## src/rtl/xbar_nxm_rr.sv

```systemverilog
// xbar_nxm_rr: NM-master x NS-slave single-beat req/ack crossbar.
// Each slave has a registered round-robin arbiter that holds the grant until
// the slave acks. Out-of-range addresses get a decode-error response, and a
// stalled slave gets a timeout error response.
module xbar_nxm_rr #(
    parameter int NM     = 4,
    parameter int NS     = 4,
    parameter int CMD_W  = 1,
    parameter int AW     = 12,
    parameter int DW     = 32,
    parameter int SW     = 4,
    parameter int TO_CYC = 255
) (
    input  logic              iClk,
    input  logic              iRst,
    input  logic [NM-1:0]     iMstReq,
    input  logic [NM*CMD_W-1:0] iMstCmd,
    input  logic [NM*AW-1:0]  iMstAddr,
    input  logic [NM*SW-1:0]  iMstSel,
    input  logic [NM*DW-1:0]  iMstWData,
    output logic [NM-1:0]     oMstAck,
    output logic [NM-1:0]     oMstErr,
    output logic [NM*DW-1:0]  oMstRData,
    output logic [NS-1:0]     oSlvReq,
    output logic [NS*CMD_W-1:0] oSlvCmd,
    output logic [NS*AW-1:0]  oSlvAddr,
    output logic [NS*SW-1:0]  oSlvSel,
    output logic [NS*DW-1:0]  oSlvWData,
    input  logic [NS-1:0]     iSlvAck,
    input  logic [NS*DW-1:0]  iSlvRData,
    output logic [NS*4-1:0]   oSlvGnt
);
    localparam int SIW = (NS > 1) ? $clog2(NS) : 1;
    localparam int MIW = (NM > 1) ? $clog2(NM) : 1;
    // Last count value before the timeout fires (unused when TO_CYC == 0).
    localparam logic [15:0] TO_LAST = 16'(TO_CYC - 1);

    logic [NS-1:0]  busy_q, busy_d;
    logic [MIW-1:0] gnt_q [NS];
    logic [MIW-1:0] gnt_d [NS];
    logic [MIW-1:0] ptr_q [NS];
    logic [MIW-1:0] ptr_d [NS];
    logic [15:0]    cnt_q [NS];
    logic [15:0]    cnt_d [NS];
    logic [NM-1:0]  derr_q, derr_d;

    logic [SIW-1:0] tgt [NM];
    logic [NM-1:0]  bad_tgt;
    logic [NS-1:0]  to_hit;
    logic [NS-1:0]  done;
    logic [NM-1:0]  ack_c, err_c;
    logic [DW-1:0]  rdata_c [NM];

    // Pointer successor, wrapping modulo NM (NM need not be a power of two).
    function automatic logic [MIW-1:0] rr_next(input logic [MIW-1:0] g);
        int n;
        n = int'(g) + 1;
        if (n >= NM) n = 0;
        return MIW'(n);
    endfunction

    // Address decode and the one-shot decode-error flag per master.
    always_comb begin
        for (int m = 0; m < NM; m++) begin
            tgt[m]     = iMstAddr[m*AW + AW - SIW +: SIW];
            bad_tgt[m] = (int'(tgt[m]) >= NS);
            derr_d[m]  = iMstReq[m] & bad_tgt[m] & ~derr_q[m];
        end
    end

    // Completion per slave (slave ack beats timeout) and per-master response.
    always_comb begin
        ack_c = '0;
        err_c = '0;
        for (int m = 0; m < NM; m++) rdata_c[m] = '0;
        for (int s = 0; s < NS; s++) begin
            to_hit[s] = (TO_CYC > 0) && busy_q[s] && !iSlvAck[s] && (cnt_q[s] == TO_LAST);
            done[s]   = busy_q[s] && (iSlvAck[s] || to_hit[s]);
            if (done[s]) begin
                ack_c[gnt_q[s]]   = 1'b1;
                err_c[gnt_q[s]]   = to_hit[s];
                rdata_c[gnt_q[s]] = to_hit[s] ? '0 : iSlvRData[s*DW +: DW];
            end
        end
        for (int m = 0; m < NM; m++) begin
            if (derr_q[m]) begin
                ack_c[m]   = 1'b1;
                err_c[m]   = 1'b1;
                rdata_c[m] = '0;
            end
        end
    end

    // Per-slave arbiter: IDLE picks round-robin, BUSY waits for ack or timeout.
    always_comb begin
        int   idx;
        logic found;
        idx   = 0;
        found = 1'b0;
        for (int s = 0; s < NS; s++) begin
            busy_d[s] = busy_q[s];
            gnt_d[s]  = gnt_q[s];
            ptr_d[s]  = ptr_q[s];
            cnt_d[s]  = cnt_q[s];
            if (busy_q[s]) begin
                if (done[s]) begin
                    busy_d[s] = 1'b0;
                    ptr_d[s]  = rr_next(gnt_q[s]);
                end else begin
                    cnt_d[s] = cnt_q[s] + 16'd1;
                end
            end else begin
                found = 1'b0;
                for (int i = 0; i < NM; i++) begin
                    idx = int'(ptr_q[s]) + i;
                    if (idx >= NM) idx = idx - NM;
                    if (!found && iMstReq[idx] && !bad_tgt[idx] &&
                        (int'(tgt[idx]) == s) && !ack_c[idx]) begin
                        found    = 1'b1;
                        gnt_d[s] = MIW'(idx);
                    end
                end
                if (found) begin
                    busy_d[s] = 1'b1;
                    cnt_d[s]  = '0;
                end
            end
        end
    end

    // Output muxing: granted master's fields per slave, responses per master.
    always_comb begin
        oSlvReq   = busy_q;
        oSlvCmd   = '0;
        oSlvAddr  = '0;
        oSlvSel   = '0;
        oSlvWData = '0;
        oSlvGnt   = '0;
        for (int s = 0; s < NS; s++) begin
            if (busy_q[s]) begin
                oSlvGnt[s*4 +: 4]         = 4'(gnt_q[s]);
                oSlvCmd[s*CMD_W +: CMD_W] = iMstCmd[int'(gnt_q[s])*CMD_W +: CMD_W];
                oSlvAddr[s*AW +: AW]      = iMstAddr[int'(gnt_q[s])*AW +: AW];
                oSlvSel[s*SW +: SW]       = iMstSel[int'(gnt_q[s])*SW +: SW];
                oSlvWData[s*DW +: DW]     = iMstWData[int'(gnt_q[s])*DW +: DW];
            end
        end
        // A reset cycle aborts any in-flight transfer without a response.
        oMstAck   = iRst ? '0 : ack_c;
        oMstErr   = iRst ? '0 : err_c;
        oMstRData = '0;
        for (int m = 0; m < NM; m++) begin
            if (!iRst) oMstRData[m*DW +: DW] = rdata_c[m];
        end
    end

    // State registers with synchronous reset.
    always_ff @(posedge iClk) begin
        if (iRst) begin
            busy_q <= '0;
            derr_q <= '0;
            for (int s = 0; s < NS; s++) begin
                gnt_q[s] <= '0;
                ptr_q[s] <= '0;
                cnt_q[s] <= '0;
            end
        end else begin
            busy_q <= busy_d;
            derr_q <= derr_d;
            for (int s = 0; s < NS; s++) begin
                gnt_q[s] <= gnt_d[s];
                ptr_q[s] <= ptr_d[s];
                cnt_q[s] <= cnt_d[s];
            end
        end
    end

endmodule

```

## config.mk

```make
export PLATFORM = sky130hd
export DESIGN_NAME = xbar_nxm_rr
export DESIGN_NICKNAME = d
export VERILOG_FILES = /design/src/rtl/xbar_nxm_rr.sv
export SDC_FILE = /design/constraint.sdc
export NUM_CORES = 1
export LEC_CHECK = 0
export ABC_AREA = 0
export CAP_MARGIN = 15
export CORE_AREA = 2 2 271 273
export DETAILED_ROUTE_END_ITERATION = 10
export DIE_AREA = 0 0 273 275
export PLACE_DENSITY_LB_ADDON = 0.2
export SLEW_MARGIN = 20
export SYNTH_ARGS = -nofsm -noshare
export SYNTH_HDL_FRONTEND = slang
export SYNTH_SLANG_ARGS = --single-unit
```

## constraint.sdc

```tcl
create_clock -name iClk -period 4.6 [get_ports iClk]
set_input_delay 0.92 -clock iClk [delete_from_list [all_inputs] [get_ports iClk]]
set_output_delay 0.92 -clock iClk [all_outputs]
set_load 0.005 [all_outputs]
```

# Word level (Yosys, flattened, before mapping)
# Memories as Yosys holds them, arrays and structs flattened.
# Cells that the tools add are included.
dict set report op_classes {
  n_addsub 36
  order_cmp 68
  bitwise_logic 37
  shifts 16
  n_eq_ne 16
  n_mux 391
  n_reduce_logical 136
  n_mul 4
}
# op count
set ops {}
lappend ops {{$mux 32} 48}
lappend ops {{$ge 32x3->1 const B} 16}
lappend ops {{$lt 32x4->1 const B} 16}
lappend ops {{$mux 128} 4}
lappend ops {{$not 32->32} 16}
lappend ops {{$shiftx 128x8->32} 4}
lappend ops {{$bwmux 128} 3}
lappend ops {{$demux 32 s2} 4}
lappend ops {{$mux 16} 16}
lappend ops {{$shiftx 48x7->12} 4}
lappend ops {{$mux 2} 76}
lappend ops {{$mux 1} 151}
lappend ops {{$and 128x128->128} 1}
lappend ops {{$bmux 1 s2} 48}
lappend ops {{$logic_and 1x1->1} 80}
lappend ops {{$add 16x1->16 const B} 4}
lappend ops {{$bmux 2 s2} 16}
lappend ops {{$eq 16x8->1 const B} 4}
lappend ops {{$shiftx 16x5->4} 4}
lappend ops {{$ge 3x3->1 const B} 20}
lappend ops {{$mux 4} 14}
lappend ops {{$logic_not 1->1} 48}
lappend ops {{$mux 12} 4}
lappend ops {{$sub 3x3->4 const B} 12}
lappend ops {{other kinds (19)} 91}
dict set report totals {
  mem_bits_rw 80
  reg_bits 4
  memories 3
  out_inout_bits 352
}
# memory words word_bits rd rd_ports_with_merged_regs wr line
set mem_list {}
lappend mem_list {cnt_q 4 16 4 0 4 43} ;# logic [15:0] cnt_q [NS];
lappend mem_list {gnt_q 4 2 4 0 4 39} ;# logic [MIW-1:0] gnt_q [NS];
lappend mem_list {ptr_q 4 2 4 0 4 41} ;# logic [MIW-1:0] ptr_q [NS];

# Logic depth before layout (Yosys ltp)
# Gate-level depths: netlist (run 1).
dict set report depth {
  word_depth 43
  ltp_mapped 15
  mapped_depth_nobuf 12
}

# Least setup slack after synthesis (run 1)
# OpenSTA, ideal clock, no wires.
dict set report synth_timing {
  kind {input -> output}
  startpoint {in iSlvAck[2]}
  endpoint {out oMstRData[10]}
  t_arrival_ns 2.923
  required_time_ns 3.680
  path_buffers 3
  stages 12
  path_slack_ns 0.757
  path_cell_list {nor2b_1 -> and4b_1 -> clkbuf_1 -> nand2_1 -> nand2_1 -> and2_1 -> clkbuf_1 -> clkbuf_1 -> a311oi_1 -> a211oi_1 -> a31oi_1 -> nor2_1}
}
dict set report synth_between {
  elab_chain_cells 9
  elab_cells_between_ends 11
  classes_between {mux (6); reduce/logical (5)}
}
# element line
set synth_rtl {}
lappend synth_rtl {{start: declaration} 29} ;# input logic [NS-1:0] iSlvAck,
lappend synth_rtl {{$logic_not 1->1} 77} ;# to_hit[s] = (TO_CYC > 0) && busy_q[s] && !iSlvAck[s] && (cnt_q[s] == TO_LAST);
lappend synth_rtl {{$logic_and 1x1->1 (2 in a row)} 77}
lappend synth_rtl {{$mux 32 or $logic_or 1x1->1 (tied branches)} {82, 78}}
lappend synth_rtl {{$bwmux 128 or $logic_and 1x1->1 (tied branches)} {82, 78}}
lappend synth_rtl {{$mux 128 (*)} 79} ;# if (done[s]) begin
lappend synth_rtl {{$bwmux 128} 82} ;# rdata_c[gnt_q[s]] = to_hit[s] ? '0 : iSlvRData[s*DW +: DW];
lappend synth_rtl {{$mux 128 (*)} 79}
lappend synth_rtl {{$mux 32 (*)} 153} ;# if (!iRst) oMstRData[m*DW +: DW] = rdata_c[m];
lappend synth_rtl {{end: declaration} 23} ;# output logic [NM*DW-1:0] oMstRData,
# Every way passes the cells marked *; elsewhere a longest branch is shown, timed or not.

==> run_results.csv, run 1 <==
group,metric,value,unit
floorplanning,die_area,75100,um2
global_route,grt_max_degree,88,
clock_network,clk_latency,0.36,ns
setup_path,cp_max_fo,7,
power,ir_drop,0.180,mV
detailed_routing,drt_iter0_drc,2158,
status,outcome,"completed",
detailed_routing,num_vias,21700,
power,cellPowerDensity,165,nW/um2
global_route,grt_pass1_vias,20600,
yosys,ys_seq_area_share,10.0,%
yosys,async_flop_share,0,%
global_route,grt.total_usage,25.7,%
worst_hold_path,hold_class,"reg2reg",
setup_path,cp_data_arrival_time,3.49,ns
detailed_routing,finalWirelength,103000,um
sta,min_period_over_period,95.8,%
yosys,synth_ff_type,"dfxtp_1",
clock_network,root_buffer,"clkbuf_16",
cells_and_area,final_area,25800,um2
setup_path,crit_type,"reg2out",
cells_and_area,multiInputGateArea,14200,um2
sta,relSlewSlack,32.3,%
sta,rsz0062_at_grt,"false",
detailed_routing,antenna_left,0,
clock_network,tritoncts,"done",
yosys,syn_avg_cell_area,7.58,um2
yosys,ys_top_cells_by_area,"mux4_2 26%, dfxtp_1 10%, and2_1 8.0%",
detailed_routing,via_per_inst,5.74,
yosys,syn-cell-area,16800,um2
detailed_routing,dr.pass1.iters,6,
yosys,ys_types,76,
floorplanning,initial_core_util,23.2,%
sta,skew,0.0117,ns
placed_design,place_area,25300,um2
floorplanning,die_h,275,um
clock_network,clk_path_buf_depth,2,
setup_path,critPathLaunchType,"flip-flop",
yosys,synth_top_family_by_area,"simple AND/OR/NAND/NOR gates",
clock_network,cts_hold_buffers,0,
yosys,synth.top_cell.area_share,26.3,%
yosys,yosys_register_bits,84,
sta,drv_slew,0,
cells_and_area,drive_gt1_share,14.9,%
setup_path,required,3.68,ns
cells_and_area,fin_nets,3157,
global_route,use_met3,4.69,%
cells_and_area,fillCellCount,7445,
job,maxCapViolCount,0,
yosys,synth-compound-area-share,23.8,%
detailed_routing,drc,0,
floorplanning,rows,99,
sta,finalHoldViolCount,0,
yosys,synth_common_cells,"241 x nor2_1, 215 x and2_1, 201 x nand2_1",
yosys,synthMuxAreaShare,26.6,%
floorplanning,fp.coreArea,72300,um2
yosys,synth_xor_area_share,0.574,%
sta,period_minus_slack,4.41,ns
clock_network,cts.sinks,84,
placed_design,place_congestion,1.00,
yosys,synth_most_common_cell,"nor2_1",
placed_design,hpwlAfterDp,77600,um
yosys,synth_edf_count,0,
global_route,overflow,0,
yosys,yosysWarnings,0,
global_route,antenna_found_initial,15,
placed_design,io_buffers,677,
clock_network,cts_htree_levels,3,
yosys,syn_inst,2213,
global_route,met2_usage,43.6,%
detailed_routing,avgRoutedWirePerCell,27.2,um
global_route,grt_pass1_wl,145000,um
cells_and_area,areaGrowthSynthToFinish,54.0,%
floorplanning,die_w,273,um
yosys,synthAdderAreaFrac,2.01,%
yosys,synthSimpleGateAreaFrac,30.5,%
global_route,busiest_layer,"met2",
yosys,synth.largest_area_cell,"mux4_2",
clock_network,clk_pin_slew_worst_paths,0.07,ns
floorplanning,ios,686,
sta,whs,0.486,ns
sta,setup_viol,0,
sta,worst_pin_slew,1.02,ns
global_route,use_met1,32.5,%
power,p_leak,8.28,nW
setup_path,end_kind,"primary output",
sta,fmax,0.227,GHz
clock_network,numCtsBuffers,9,
cells_and_area,regArea,1710,um2
-- layout by cell type, fill, tap and decap left out, types with 22 or more instances in the layout --
cell type	instances
nand3_1	172
inv_1	29
nor2_1	238
nand2_1	200
buf_12	33
a21oi_1	121
a311oi_1	73
o211ai_1	71
dfxtp_1	72
clkdlybuf4s50_1	673
and2_1	212
a31oi_1	82
nor3_1	34
o21ai_0	112
mux4_2	196
and3_1	36
nand4_1	22
ha_1	27
a211oi_1	60
buf_4	101
-- where the power goes --
part	total [mW]	internal, mW	switching [mW]	leakage [nW]
clock network	0.724	0.387	0.337	0.141
logic	2.73	1.39	1.34	7.45
registers	0.803	0.749	0.0535	0.685
-- path summary, 6_finish.rpt --
| path | slack [ns] | from | endpoint | cells after the start |
|---|---|---|---|---|
| hold reg to reg | 0.49 | cnt_q[0][7] | cnt_q[0][7] | 1 |
| hold / removal | 0.49 | cnt_q[0][7] | cnt_q[0][7] | 1 |
| setup reg to reg | 0.56 | cnt_q[1][0] | cnt_q[1][3] | 15 |
| setup / recovery | 0.19 | cnt_q[3][12] | oMstAck[2] | 10 |
-- area by class of cell --
type                            count  share of cell area [%]
Inverter                           29                   0.421
Sequential cell                    84                    6.61
Timing Repair Buffer              816                    32.1
Multi-Input combinational cell   1856                    55.0
Antenna cell                       14                   0.136
Clock buffer                       10                   0.925
Tap cell                          959                    4.65
Clock inverter                      6                   0.179
-- routing by layer --
layer  routed length [um]  share of wire [%]  vias to the layer above
met5                   27              0.026                        -
met4                 3790                3.7                        4
met3                 7650                7.4                      141
met2                50100                 49                     1051
met1                41100                 40                    10800
li1                     -                  -                     9622
-- critical path, cell delays in order (launching register included) --
cell and delay [ns]:
dfxtp_1 0.34, or4_4 0.57, nor4_4 0.26, buf_4 0.21
o21ai_1 0.07, buf_4 0.18, nor2_4 0.32, buf_4 0.22
nor2_1 0.07, nor2_1 0.31, clkdlybuf4s50_1 0.58
-- flip-flops by register name (all words and copies together), names as in the netlist --
| signal | cells |
|---|---|
| cnt_q | 64 |
| gnt_q | 8 |
| oSlvReq | 4 |
| ptr_q | 8 |
-- stage by stage --
stage	total power, mW	setup slack, ns	utilization, %	instances	setup TNS (ns)
after floorplan	2.07	0.757	-	2220	0
after global placement	3.51	-0.0675	35.0	3740	-0.742
after detailed placement	3.52	-0.154	35.0	3740	-1.82
after global routing	4.47	0.00129	35.7	3772	0
final	4.26	0.193	35.7	3774	0
after CTS	4.27	0.0194	35.5	3756	0
-- what timing repair did --
item | 4_1_cts | 5_1_grt
endpoints found under the setup margin | 19 | 121
gates cloned | 0 | 3
pin swaps | 2 | 10
gates resized for setup | 7 | 15
setup buffers | 0 | 1
-- kinds of logic after synthesis --
family	after synthesis
compound gates	594
xor+xnor	11
fa+ha+maj	27
buf+inv	280
flops	84
mux	200
other cells	1
simple gates	1016
No activity file was read; power rests on OpenSTA's default activity.
==> run 2: changes to the inputs <==
--- a/config.mk
+++ b/config.mk
@@ -11,7 +11,7 @@
 export DETAILED_ROUTE_END_ITERATION = 10
 export DIE_AREA = 0 0 273 275
 export PLACE_DENSITY_LB_ADDON = 0.2
-export SLEW_MARGIN = 20
+export SLEW_MARGIN = 15
 export SYNTH_ARGS = -nofsm -noshare
 export SYNTH_HDL_FRONTEND = slang
 export SYNTH_SLANG_ARGS = --single-unit
==> constraint.sdc (replaced) <==
create_clock -name iClk -period 4.3 [get_ports iClk]
set_input_delay 0.86 -clock iClk [delete_from_list [all_inputs] [get_ports iClk]]
set_output_delay 0.86 -clock iClk [all_outputs]
set_load 0.005 [all_outputs]
==> run 2 against run 1 <==
Final cell count up 1.5%. Sequential power grew 5.5%. Clock skew increased by 0.0059 ns. Combinational power rose by 10%. Via count grew 1.4%. Non-clock buffer count up 58. First-iteration DRC count fell by 11%. Worst hold slack better by 0.0070 ns. Critical path depth is 2 higher. Register-to-register slack lost 0.12 ns. Largest cell class unchanged. Largest power group unchanged.
==> run_results.csv, run 2 (synthesized netlist as in run 1, its figures left out) <==
group,metric,value,unit
power,p_leak,8.71,nW
setup_path,timing.rr.end,"cnt_q[3][14]",
cells_and_area,top_regs,"cnt_q x64, gnt_q x8, ptr_q x8",
setup_path,cp_data_arrival_time,3.36,ns
clock_network,numCtsBuffers,9,
detailed_routing,drc,0,
floorplanning,fp.coreArea,72300,um2
detailed_routing,via_per_inst,5.74,
cells_and_area,final_common_cell,"clkdlybuf4s50_1",
detailed_routing,avgRoutedWirePerCell,26.9,um
cells_and_area,largest_register_ffs,64,
cells_and_area,fin_nets,3215,
global_route,grt_pass1_vias,20900,
sta,tns,0,ns
cells_and_area,drive_gt1_share,17.0,%
setup_path,worstReg2RegStart,"cnt_q[1][11]",
sta,relSlewSlack,33.7,%
sta,worst_pin_slew,0.994,ns
setup_path,crit_type,"in2out",
worst_hold_path,hold_class,"reg2reg",
setup_path,end_kind,"primary output",
clock_network,cts_htree_levels,3,
floorplanning,die_w,273,um
detailed_routing,finalWirelength,103000,um
setup_path,required,3.44,ns
cells_and_area,final_area,26500,um2
floorplanning,ios,686,
cells_and_area,areaGrowthSynthToFinish,57.7,%
worst_hold_path,worstHoldStart,"cnt_q[0][7]",
sta,period_minus_slack,4.22,ns
sta,skew,0.0176,ns
cells_and_area,fillCellCount,7470,
detailed_routing,antenna_left,0,
floorplanning,die_area,75100,um2
placed_design,place_area,25800,um2
detailed_routing,dr.pass1.iters,6,
setup_path,startpoint,"iSlvAck[1]",
setup_path,cp_slowest_stage_delay,0.48,ns
setup_path,reg2reg_depth,12,
global_route,grt.total_usage,25.8,%
setup_path,critPathMostFrequentCell,"buf_4",
sta,setup_viol,0,
cells_and_area,regArea,1710,um2
detailed_routing,drt_iter0_drc,1930,
clock_network,cts.sinks,84,
global_route,overflow,0,
power,cellPowerDensity,178,nW/um2
detailed_routing,num_vias,22000,
setup_path,path_delay_family,"buffers and inverters",
placed_design,place_congestion,0.956,
setup_path,slowest_stage,"clkdlybuf4s50_1",
sta,finalHoldViolCount,0,
setup_path,cp.depth,12,
status,outcome,"completed",
global_route,grt_max_degree,92,
cells_and_area,layout_common_cells,"667 x clkdlybuf4s50_1, 237 x nor2_1, 212 x and2_1, 199 x nand2_1, 196 x mux4_2",
placed_design,hpwlAfterDp,77900,um
floorplanning,rows,99,
setup_path,cp_max_fo,15,
worst_hold_path,whs_endpoint,"cnt_q[0][7]",
setup_path,cp_cell_sequence,"dlygate4sd2_1, nor2b_2, and4_4, buf_4, a31oi_4, buf_4, clkbuf_16, a311oi_1, a211oi_1, a31oi_1, nor2_1, clkdlybuf4s50_1",
setup_path,critPathBufInv,5,
clock_network,clk_pin_slew_worst_paths,0.07,ns
job,maxCapViolCount,0,
global_route,antenna_found_initial,20,
global_route,grt_pass1_wl,146000,um
sta,rsz0062_at_grt,"true",
placed_design,io_buffers,677,
floorplanning,initial_core_util,23.2,%
clock_network,tritoncts,"done",
setup_path,critPathLaunchType,"input port",
floorplanning,die_h,275,um
clock_network,clk_path_buf_depth,2,
worst_hold_path,hold_depth,1,
setup_path,reg2reg_slack,0.44,ns
sta,fmax,0.237,GHz
sta,drv_slew,0,
clock_network,clk_latency,0.36,ns
sta,min_period_over_period,98.1,%
cells_and_area,multiInputGateArea,14300,um2
power,ir_drop,0.182,mV
clock_network,root_buffer,"clkbuf_16",
cells_and_area,regMostFlops,"cnt_q",
run 2: timing repair:
action,CTS,global route
buffers inserted,1,4
gates cloned,1,2
resized for setup,25,21
pin swaps,10,13
hold buffers,0,0
setup endpoints to repair,123,90
run 2: worst max-delay path by stage:
stage | end
finish | oMstRData[114]
CTS | oMstRData[102]
global route | oMstRData[112]
floorplan | gnt_q[2][1]
detailed placement | cnt_q[3][14]
global placement | oMstRData[99]
run 2: layer usage:
metal,GRT usage [%],part of all wire (%),vias up
met5,0,0.076,-
met2,42.7,47,1046
met3,4.96,7.4,173
met1,33.1,41,11000
li1,-,-,9762
met4,10.0,4.1,14
run 2: area by class of cell:
class / instances / area share, %
diodes: 13 / 0.123
clock buffers: 12 / 1.01
clock inverters: 4 / 0.199
inverters: 29 / 0.411
multi-input cells: 1856 / 53.9
flip-flops and latches: 84 / 6.45
well taps: 959 / 4.53
repair buffers: 874 / 33.4
run 2: where the power goes:
group | leakage, nW | internal (mW) | switching (mW) | total [mW]
clock | 0.155 | 0.505 | 0.355 | 0.859
sequential | 0.685 | 0.802 | 0.0455 | 0.847
combinational | 7.87 | 1.53 | 1.47 | 3.01
run 2: metrics by stage:
stage               total power [mW]  worst slack, ns  hold slack (ns)  utilization (%)  instances
floorplan                       2.21            0.571            0.448                -       2220
global placement                3.81           -0.180            0.464             35.7       3794
detailed placement              3.82           -0.194            0.481             35.7       3794
CTS                             4.71           0.0339            0.494             36.3       3812
global route                    4.94          -0.0393            0.510             36.6       3829
finish                          4.71           0.0816            0.493             36.6       3831
==> edit (config.mk and constraints of run 1) <==
The parameter `AW` goes from 12 to 11.
--- a/src/rtl/xbar_nxm_rr.sv
+++ b/src/rtl/xbar_nxm_rr.sv
@@ -6,7 +6,7 @@
     parameter int NM     = 4,
     parameter int NS     = 4,
     parameter int CMD_W  = 1,
-    parameter int AW     = 12,
+    parameter int AW     = 11,
     parameter int DW     = 32,
     parameter int SW     = 4,
     parameter int TO_CYC = 255
Ports: changed (resized iMstAddr and oSlvAddr); port bits go from 686 to 678. No check against the original RTL was run, so the function may have changed too.
==> edit against run 1 <==
- setup slack got worse by 0.093 ns
- final area decreased by 3.0%
- non-clock buffer count shrank 25
- total power increased by 22%
- utilization shrank 1.1 points
- area after synthesis fell by 3.7%
- synthesized cell count is 4.3% lower
- first-iteration DRC count decreased by 9.3%
- final cell count shrank 2.9%
- sequential cell count stayed put
- largest power group unchanged
- critical path type unchanged
- wire length down 4.7%
==> edit: results (changes against run 1) <==
| Metric | Value |
|---|---|
| DR iter-0 viols | `1958 (-9.3%)` |
| Sequential area share after synthesis | `10.4% (+0.39 points)` |
| Post-Place Cell Area | `24500 µm² (-3.2%)` |
| Crit path arrival time | `3.58 ns (+0.09 ns)` |
| Slew HR | `36.2% (+3.9 points)` |
| # fillers | `7477 (+0.43%)` |
| Initial core utilization | `22.3% (-0.86 points)` |
| First-pass GRT wire length | `139 mm (-4.0%)` |
| Post-CTS Setup Repair Bufs | `4 (+4)` |
| Peak supply drop | `0.179 mV (-0.56%)` |
| Worst Hold Path Cells | `1 (unchanged)` |
| R2R cell count | `16 (+1)` |
| GP Congestion | `0.907 (-9.6%)` |
| Die Wd | `273 µm (unchanged)` |
| Pre-CTS WS | `-0.432 ns (-0.278 ns)` |
| Nets | `3040 (-3.7%)` |
| Multi-input comb cells | `1775 (-4.4%)` |
| Resize count post-CTS | `10 (+3)` |
| Seq. cell area | `1710 µm² (+0.29%)` |
| Routed via count | `20900 (-3.7%)` |
| Buffers, non-clock | `791 (-3.1%)` |
| Share of cells above drive strength 1 | `14.6% (-0.30 points)` |
| Final slew viol count | `0 (unchanged)` |
| Invs w/o clock | `22 (-24%)` |
| ClkCell Share | `1.20% (+0.099 points)` |
| Crit-path max FO | `32 (+25)` |
| Top delay family on crit path | `simple AND/OR/NAND/NOR gates` |
| Number of global-route vias before repair | `20100 (-2.2%)` |
| Worst path max stage delay | `0.60 ns (+0.02 ns)` |
| Buffer share of cell area | `32.2% (+0.10 points)` |
| Area contributors post-synth | `mux4_2 27%, dfxtp_1 10%, and2_1 8.0%` |
| Largest net degree at the start of global routing | `68 (-23%)` |
| Total Routing Usage GR | `24.5% (-1.2 points)` |
| Layout area overhead | `55.2%` |
| Synthesized area per cell | `7.63 µm² (+0.64%)` |
| Area of the multi-input gates | `13600 µm² (-3.9%)` |
| Cell variety after synth | `77 (+1.3%)` |
| Final worst path period share | `97.8% (+2.0 points)` |
| Clk Latency, worst-skew pair | `0.35 ns` |
| Worst Skew | `0.00776 ns (-0.00395 ns)` |
| Top post-synthesis cells by count | `284 x nand2_1, 206 x and2_1, 205 x clkbuf_1, 192 x mux4_2, 182 x a21oi_1` |
| Port bufs | `669 (-1.2%)` |
| Post-detailed-route wirelength per cell | `26.7 µm (-1.8%)` |
| Placed cell count | `3625 (-3.1%)` |
| ANT cells | `17 (+3)` |
| WHS | `0.482 ns (-0.00416 ns)` |
| Status | `complete, no violations` |
| Root Driver | `clkbuf_16` |
| Drt via density | `5.70 (-0.76%)` |
| Initial antenna violation count | `20 (+5)` |
| Worst reg-to-reg setup slack | `0.41 ns (-0.15 ns)` |
| CP max stage cell | `or4_4` |
| Leakage power | `8.11 nW (-2.0%)` |
| Post-DP HPWL | `71.5 mm (-7.8%)` |
==> edit: cell count changes after synthesis, moves of 59 or more <==
cell      before  now
a31oi_1       86   18
a211oi_1      68    1
o21ai_0      112   40
o22ai_1        2  132
a21oi_1      123  182
nand2_1      201  284
o211ai_1      71  133
nor2_1       241  105
==> edit: cell families (layout without fill, tap and decap cells) <==
| family | Yosys count | in the layout | synth area share (%) |
|---|---|---|---|
| buf+inv | 265 | 829 | 6.44 |
| other cells | 1 | 25 | 0.0232 |
| mux | 202 | 202 | 27.4 |
| fa+ha+maj | 27 | 27 | 2.09 |
| xor+xnor | 19 | 19 | 1.03 |
| flops | 84 | 84 | 10.4 |
| simple gates | 936 | 936 | 29.4 |
| compound gates | 583 | 583 | 23.2 |
==> edit: worst paths after layout <==
check,from,to
setup reg to reg,cnt_q[1][1]$_SDFFE_PP0P_,gnt_q[3][1]$_SDFFE_PP0P_
hold reg to reg,cnt_q[3][15]$_SDFFE_PP0P_,cnt_q[3][15]$_SDFFE_PP0P_
setup / recovery,cnt_q[0][8]$_SDFFE_PP0P_,oMstRData[82]
hold / removal,cnt_q[3][15]$_SDFFE_PP0P_,cnt_q[3][15]$_SDFFE_PP0P_
==> edit: where the power goes <==
part | switching (mW) | total [mW] | internal, mW
Combinational | 1.75 | 3.60 | 1.85
Clock | 0.332 | 0.759 | 0.427
Sequential | 0.0750 | 0.837 | 0.762
==> edit: per-layer routing <==
metal | part of all wire [%] | up-vias | track usage (%)
li1 | - | 9221 | -
met1 | 39 | 10300 | 30.0
met2 | 48 | 1156 | 41.2
met3 | 7.6 | 180 | 4.52
met4 | 5.0 | 10 | 12.3
met5 | 0.068 | - | 0
